`config.mk`:
```
export PLATFORM = sky130hd
export DESIGN_NAME = vbutton_ctrl
export DESIGN_NICKNAME = d
export VERILOG_FILES = /design/src/rtl/vbutton_ctrl.sv
export SDC_FILE = /design/constraint.sdc
export NUM_CORES = 1
export LEC_CHECK = 0
export ABC_CLOCK_PERIOD_IN_PS = 2260
export CELL_PAD_IN_SITES_DETAIL_PLACEMENT = 1
export CELL_PAD_IN_SITES_GLOBAL_PLACEMENT = 1
export CORE_MARGIN = 5
export CORE_UTILIZATION = 48
export DETAILED_ROUTE_END_ITERATION = 8
export PLACE_DENSITY = 0.9
export SLEW_MARGIN = 20
export SYNTH_ARGS = -nofsm -noshare
export SYNTH_HDL_FRONTEND = slang
export SYNTH_SLANG_ARGS = --single-unit
```
`constraint.sdc`:
```
create_clock -name clk -period 2.26 [get_ports clk]
set_input_delay 0.226 -clock clk [delete_from_list [all_inputs] [get_ports clk]]
set_output_delay 0.226 -clock clk [all_outputs]
set_load 0.005 [all_outputs]
```
`src/rtl/vbutton_ctrl.sv`:
```
// Three-channel push-button conditioner: synchronise, debounce, detect the
// press edge and toggle one control level per accepted press.
module vbutton_ctrl #(
  parameter int unsigned DEBOUNCE_CYCLES = 250000
) (
  input  logic       clk,
  input  logic       rst,
  input  logic       btn_pause,
  input  logic       btn_dir,
  input  logic       btn_sel,
  output logic       pause,
  output logic       decrement,
  output logic       sel,
  output logic [2:0] press
);

  localparam int unsigned CW = $clog2(DEBOUNCE_CYCLES);
  localparam logic [CW-1:0] CNT_MAX = CW'(DEBOUNCE_CYCLES - 1);

  logic [2:0]    raw;
  logic [2:0]    s1;
  logic [2:0]    s2;
  logic [2:0]    stable;
  logic [2:0]    tog;
  logic [2:0]    accept;
  logic [2:0]    rise;
  logic [CW-1:0] cnt [3];

  assign raw = {btn_sel, btn_dir, btn_pause};

  // accept: s2 has now differed from stable on DEBOUNCE_CYCLES consecutive edges
  always_comb begin
    accept = '0;
    for (int unsigned i = 0; i < 3; i++) begin
      accept[i] = (s2[i] != stable[i]) && (cnt[i] == CNT_MAX);
    end
    rise = accept & s2;
  end

  always_ff @(posedge clk or posedge rst) begin
    if (rst) begin
      s1     <= '0;
      s2     <= '0;
      stable <= '0;
      tog    <= '0;
      press  <= '0;
      for (int unsigned i = 0; i < 3; i++) begin
        cnt[i] <= '0;
      end
    end else begin
      s1    <= raw;
      s2    <= s1;
      tog   <= tog ^ rise;
      press <= rise;
      for (int unsigned i = 0; i < 3; i++) begin
        if (s2[i] == stable[i]) begin
          cnt[i] <= '0;
        end else if (accept[i]) begin
          cnt[i]    <= '0;
          stable[i] <= s2[i];
        end else begin
          cnt[i] <= cnt[i] + CW'(1);
        end
      end
    end
  end

  assign pause     = tog[0];
  assign decrement = tog[1];
  assign sel       = tog[2];

endmodule

```
==> metrics <==
gate count of the mapped netlist=approximately 300; cell with the most instances after synthesis=dfrtp_1; average wire per standard cell=roughly 19 um; Fin Hold WS=0.1726 ns; global-route wire length before repair=about 13000 um; vias in the first global route=~2600; clock transition time at the flip-flop clock pins of the worst setup and hold paths=~0.080 ns; CTS tree=yes; most frequently used flop master after synthesis=dfrtp_1; vias per cell=~6; number of failing setup endpoints in the final timing report=0; Final period util=0.9142; crit path from=cnt[6]; Worst EP arrival=approximately 2.3 ns; DRC violation total after the first TritonRoute iteration=92; Routed Antenna Nets=0; final weighted congestion of routability-driven global placement=0.7974; clock latency of the later-clocked register in the worst-skew pair=0.35 ns; number of hold-repair buffers added at the cts stage=0; largest voltage drop on the vdd net=approximately 0.42 mV; normalized max-slew margin=0.7050; cell count after placement=between 400 and 500; top cells by instance count after synthesis=dfrtp_1 (69), nor2_1 (62), xnor2_1 (40); Max Clock Freq=~0.48 GHz; final core occ=0.5831; number of cells on the critical path=4; net count reported at finish=about 350; run status=complete, no violations; Worst path top cell family by delay=simple AND/OR/NAND/NOR gates; CTS buffer count=9; Reg2Reg Depth=4; cell with the largest stage delay on the worst path=or4_4; average footprint of a synthesized cell=10.39 um^2; critical register-to-register path endpoint=stable[2]; setup clock skew after layout=about 0.011 ns; post-cts gate resize count=0; power density of the placed cells=~700 mW/mm^2; Worst R2R Setup Slack=around 0.19 ns; Hold Crit Class=in -> async; max-capacitance violation count=0; fill count=a little over 700; number of warnings issued by yosys=0; Post-CTS Repair Setup Buffers=0; critical-path maximum fanout=4; number of distinct library cells after synthesis=30; data required time of the worst path=around 2.5 ns; Hold Fails Final Rpt=0; critical path startpoint category=flop; clock root cell=clkbuf_8; library cell occupying the most area in the post-synthesis netlist=dfrtp_1; Yosys reg bits=between 60 and 70; WL final=~8000 um; Placement Rows=29; Worst Setup Path Type=reg -> reg; Post-Layout Cell Count=420; async set-or-reset flop fraction in the synthesized netlist=1.000; synthesized netlist net count=around 320; EDFF count, synth=0; final antenna diode count=0; Final Max Slew Viols=0; post-detail-place hpwl=about 5300 um; chip height=between 90 and 100 um; worst path bufs/invs=0; layout overhead on the synthesized area=16.69%; startpoint of the worst register-to-register path=cnt[6]; Post-Route Setup TNS=0 ns; final global-route overflow total=0; drt pass-1 iters=4; initial antenna violation count=0; area share of the leading cell type in the synthesized netlist=0.5380; proportion of layout cells with a drive suffix above 1=0.1224; CTS Buffer Depth=2; pin slew with the least headroom to its limit=approximately 0.44 ns; setup repair after global routing missed its margin=no; sequential element share of the synthesized area=0.5380; die area=roughly 0.0084 mm^2; critical path's largest stage delay=0.58 ns; total standard cell area after synthesis=0.003209 mm^2; final critical delay including setup and external delays=around 2.1 ns; critical path capture point type=flop; leakage=~0.0015 uW; I/O pins=11; starting density of the core=0.4997; cell types occupying the most area after synthesis=dfrtp_1 (54%), xnor2_1 (11%), nor2_1 (7.3%), nand3_1 (3.4%), xor2_1 (3.0%); pin count of the biggest net entering global routing=between 50 and 60; CTS sink cnt=69; DR DRC count=0; H-tree levels=3; Floorplan Core Area=0.006422 mm^2; IO buf count=10; routed vias=around 2400; Critical Path Sink=stable[2]; crit path cell chain=or4b_1 -> or4_4 -> o21ai_0 -> o31ai_1; horizontal die dimension=a little over 90 um; Tot GR Track Use=0.2013
-- power by group --
part	total, uW	internal (uW)	switching, uW
Clock	1220	729	493
Sequential	1270	1250	18.3
Combinational	93.8	34.1	59.7
-- placed cells by master, fill, tap and decap left out, types with 2 or more instances in the layout --
cell / Yosys / final
a21oi_1: 3 / 3
buf_12: 0 / 3
buf_4: 1 / 9
bufinv_16: 0 / 3
clkbuf_8: 0 / 9
clkdlybuf4s50_1: 0 / 10
clkinv_2: 0 / 3
dfrtp_1: 69 / 69
ha_1: 3 / 3
inv_1: 19 / 18
nand2_1: 5 / 5
nand2b_1: 2 / 2
nand3_1: 22 / 22
nand4_1: 14 / 14
nor2_1: 62 / 62
nor3_1: 11 / 11
nor4_1: 11 / 11
nor4_4: 2 / 2
o21ai_0: 3 / 3
o21ai_4: 2 / 2
o31ai_1: 4 / 4
or2_2: 3 / 3
or3_1: 4 / 4
or4_1: 5 / 5
or4_4: 3 / 3
or4b_1: 2 / 2
xnor2_1: 40 / 40
xor2_1: 11 / 11
-- flip-flops by register name, summed over array words and instances (netlist names) --
register	count
s2	3
tog	3
cnt	54
s1	3
press	3
stable	3
-- kinds of logic (layout without fill, tap and decap cells) --
group / count (synthesis) / in the layout / synth area share
AND/OR/NAND/NOR: 149 / 149 / 0.2456
flip-flops: 69 / 69 / 0.5380
XOR/XNOR: 51 / 51 / 0.1392
buffers and inverters: 23 / 57 / 0.03041
AO/OA/AOI/OAI: 13 / 13 / 0.03158
adder cells (fa/ha/maj): 3 / 3 / 0.01170
multiplexers: 1 / 1 / 0.003509
-- final cells by class --
| cell class | count | area, um^2 | area share |
|---|---|---|---|
| clock inverter | 7 | 113.9 | 0.03040 |
| multi-input combinational | 217 | 1385 | 0.3699 |
| sequential | 69 | 1727 | 0.4611 |
| tap | 77 | 96.34 | 0.02573 |
| clock buffer | 9 | 123.9 | 0.03308 |
| timing repair buffer | 22 | 227.7 | 0.06081 |
| inverter | 19 | 71.32 | 0.01904 |
-- worst reg2reg max path: cells and delay by family, from the launching register on --
kind,cells,cell delay (ns)
AND/OR/NAND/NOR,2,1.10
flip-flops,1,0.44
AO/OA/AOI/OAI,2,0.39
-- worst min-delay path by stage --
stage	from	to	slack, ns	cells past startpoint
2_1_floorplan	btn_pause	s1[0]	0.26	0
3_3_place_gp	s1[1]	s2[1]	0.33	0
3_5_place_dp	s1[2]	s2[2]	0.34	0
4_1_cts	rst	press[0]	0.17	2
5_1_grt	rst	press[0]	0.19	2
6_report	rst	s1[1]	0.17	2
-- layer usage --
metal  vias to the layer above  share of wire  GRT usage
met5                         -              0          0
met4                         0          0.030     0.1027
met3                        24          0.034    0.04255
met2                        61           0.52     0.3402
met1                      1253           0.41     0.2430
li1                       1111              -          -
-- stage by stage --
stage	setup slack [ns]	total power (uW)	area (um^2)
6_report	0.1940	2586	3745
5_1_grt	0.1228	2680	3745
4_1_cts	0.1866	2614	3745
3_5_place_dp	0.2017	1390	3507
3_3_place_gp	0.2648	1381	3507
2_1_floorplan	0.2363	1350	3209
No activity file was read; power rests on OpenSTA's default activity.
==> RTL change: new RTL, same settings <==
Add an input register stage for `btn_pause`, `btn_dir` and `btn_sel`, without a reset; this delays them by one clock.
--- a/src/rtl/vbutton_ctrl.sv
+++ b/src/rtl/vbutton_ctrl.sv
@@ -19,2 +19,12 @@
 
+  logic btn_pause_q;
+  logic btn_dir_q;
+  logic btn_sel_q;
+
+  always_ff @(posedge clk) begin
+    btn_pause_q <= btn_pause;
+    btn_dir_q   <= btn_dir;
+    btn_sel_q   <= btn_sel;
+  end
+
   logic [2:0]    raw;
@@ -28,3 +38,3 @@
 
-  assign raw = {btn_sel, btn_dir, btn_pause};
+  assign raw = {btn_sel_q, btn_dir_q, btn_pause_q};
 
Check against the original RTL: no difference found for any inputs over 10 cycles, from zero or initial values and one cycle with rst high; that may be too few to reach the edited logic, so the function may still have changed.
==> RTL change against the unedited design <==
  * Setup slack improved by 10 ps
  * Synthesized area increased by 1.9%
  * Design area increased by 0.27%
  * Sequential share of layout area increased by 1.5 points
  * Worst hold slack improved by 46 ps
  * Sequential cell count increased by 3
  * Global-route usage increased by 0.31 points
  * Routed wire length decreased by 1.9%
  * Power decreased by 6.5%
  * Largest cell class unchanged
==> RTL change: results (changes against the unedited design) <==
outcome: completed
Final Cycle Share: 91.0% (-0.45 points)
library cells used by synthesis: 31 (+3.3%)
post-synthesis sequential area ratio: 54.6% (+0.85 points)
Peak VDD IR: 0.283 mV (-32%)
M3 GR Usage: 3.25% (-1.0 points)
Met1 Routed Length: 3.15 mm (-2.3%)
layout cells sized above 1: 12.1% (-0.11 points)
largest net degree at the start of global routing: 38 (-30%)
Mapped Cells: 312 (+0.97%)
Rel. slew slack: 65.8% (-4.7 points)
worst reg2reg startpoint: cnt[24]$_DFF_PP0_
met1 Use GR: 22.7% (-1.6 points)
total routed wirelength: 7.63 mm (-1.9%)
gr usage total: 20.4% (+0.31 points)
drt first-iter violations: 76 (-17%)
first-pass GRT wire length: 13.6 mm (+3.4%)
Clock Skews: 8.95 ps (-1.78 ps)
gpl congestion: 0.824 (+3.3%)
CP max FO: 18 (+14)
Post-synth ARST share: 95.8% (-4.2 points)
WL/cell: 17.9 um (-3.3%)
switching share of power: 23.5% (+1.5 points)
total number of vias: 2401 (-2.0%)
synth top area cells: dfrtp_1 53%, xnor2_1 11%, nor2_1 7.1%
vias in the first global route: 2773 (+4.7%)
RTL change: cell count changes after synthesis:
cell     delta
dfxtp_1     +3
RTL change: layout make-up:
type	count	area, um2
repair buffers	22	215
well taps	80	100
clock buffers	9	124
inverters	19	71.3
flip-flops and latches	72	1790
multi-input cells	217	1390
fillers	725	2960
clock inverters	7	72.6
RTL change: per-stage QoR:
step	hold slack, ps	cell area (um2)
floorplan	254	3270
global placement	319	3560
detailed placement	323	3560
CTS	236	3750
global route	271	3750
finish	219	3750
RTL change: cells by family after synthesis:
family	after synthesis	synth area share [%]
simple gates	149	24.1
flops	72	54.7
xor+xnor	51	13.7
buf+inv	23	2.99
compound gates	13	3.10
fa+ha+maj	3	1.15
mux	1	0.344
RTL change: worst max-delay path by stage:
| stage | startpoint | endpoint |
|---|---|---|
| 6_report | cnt[24]$_DFF_PP0_ | cnt[20]$_DFF_PP0_ |
| 4_1_cts | cnt[6]$_DFF_PP0_ | cnt[4]$_DFF_PP0_ |
| 3_5_place_dp | cnt[6]$_DFF_PP0_ | cnt[2]$_DFF_PP0_ |
| 3_3_place_gp | cnt[24]$_DFF_PP0_ | cnt[30]$_DFF_PP0_ |
| 2_1_floorplan | cnt[31]$_DFF_PP0_ | cnt[27]$_DFF_PP0_ |
| 5_1_grt | cnt[6]$_DFF_PP0_ | cnt[17]$_DFF_PP0_ |
RTL change: power by group through the flow:
| stage | Sequential [uW] | Combinational [uW] | Clock, uW |
|---|---|---|---|
| after floorplan | 1350 | 60.7 | 0 |
| after global placement | 1350 | 89.7 | 0 |
| after detailed placement | 1350 | 93.9 | 0 |
| after CTS | 1330 | 95.9 | 1030 |
| after global routing | 1330 | 108 | 1090 |
| final | 1330 | 92.7 | 1000 |
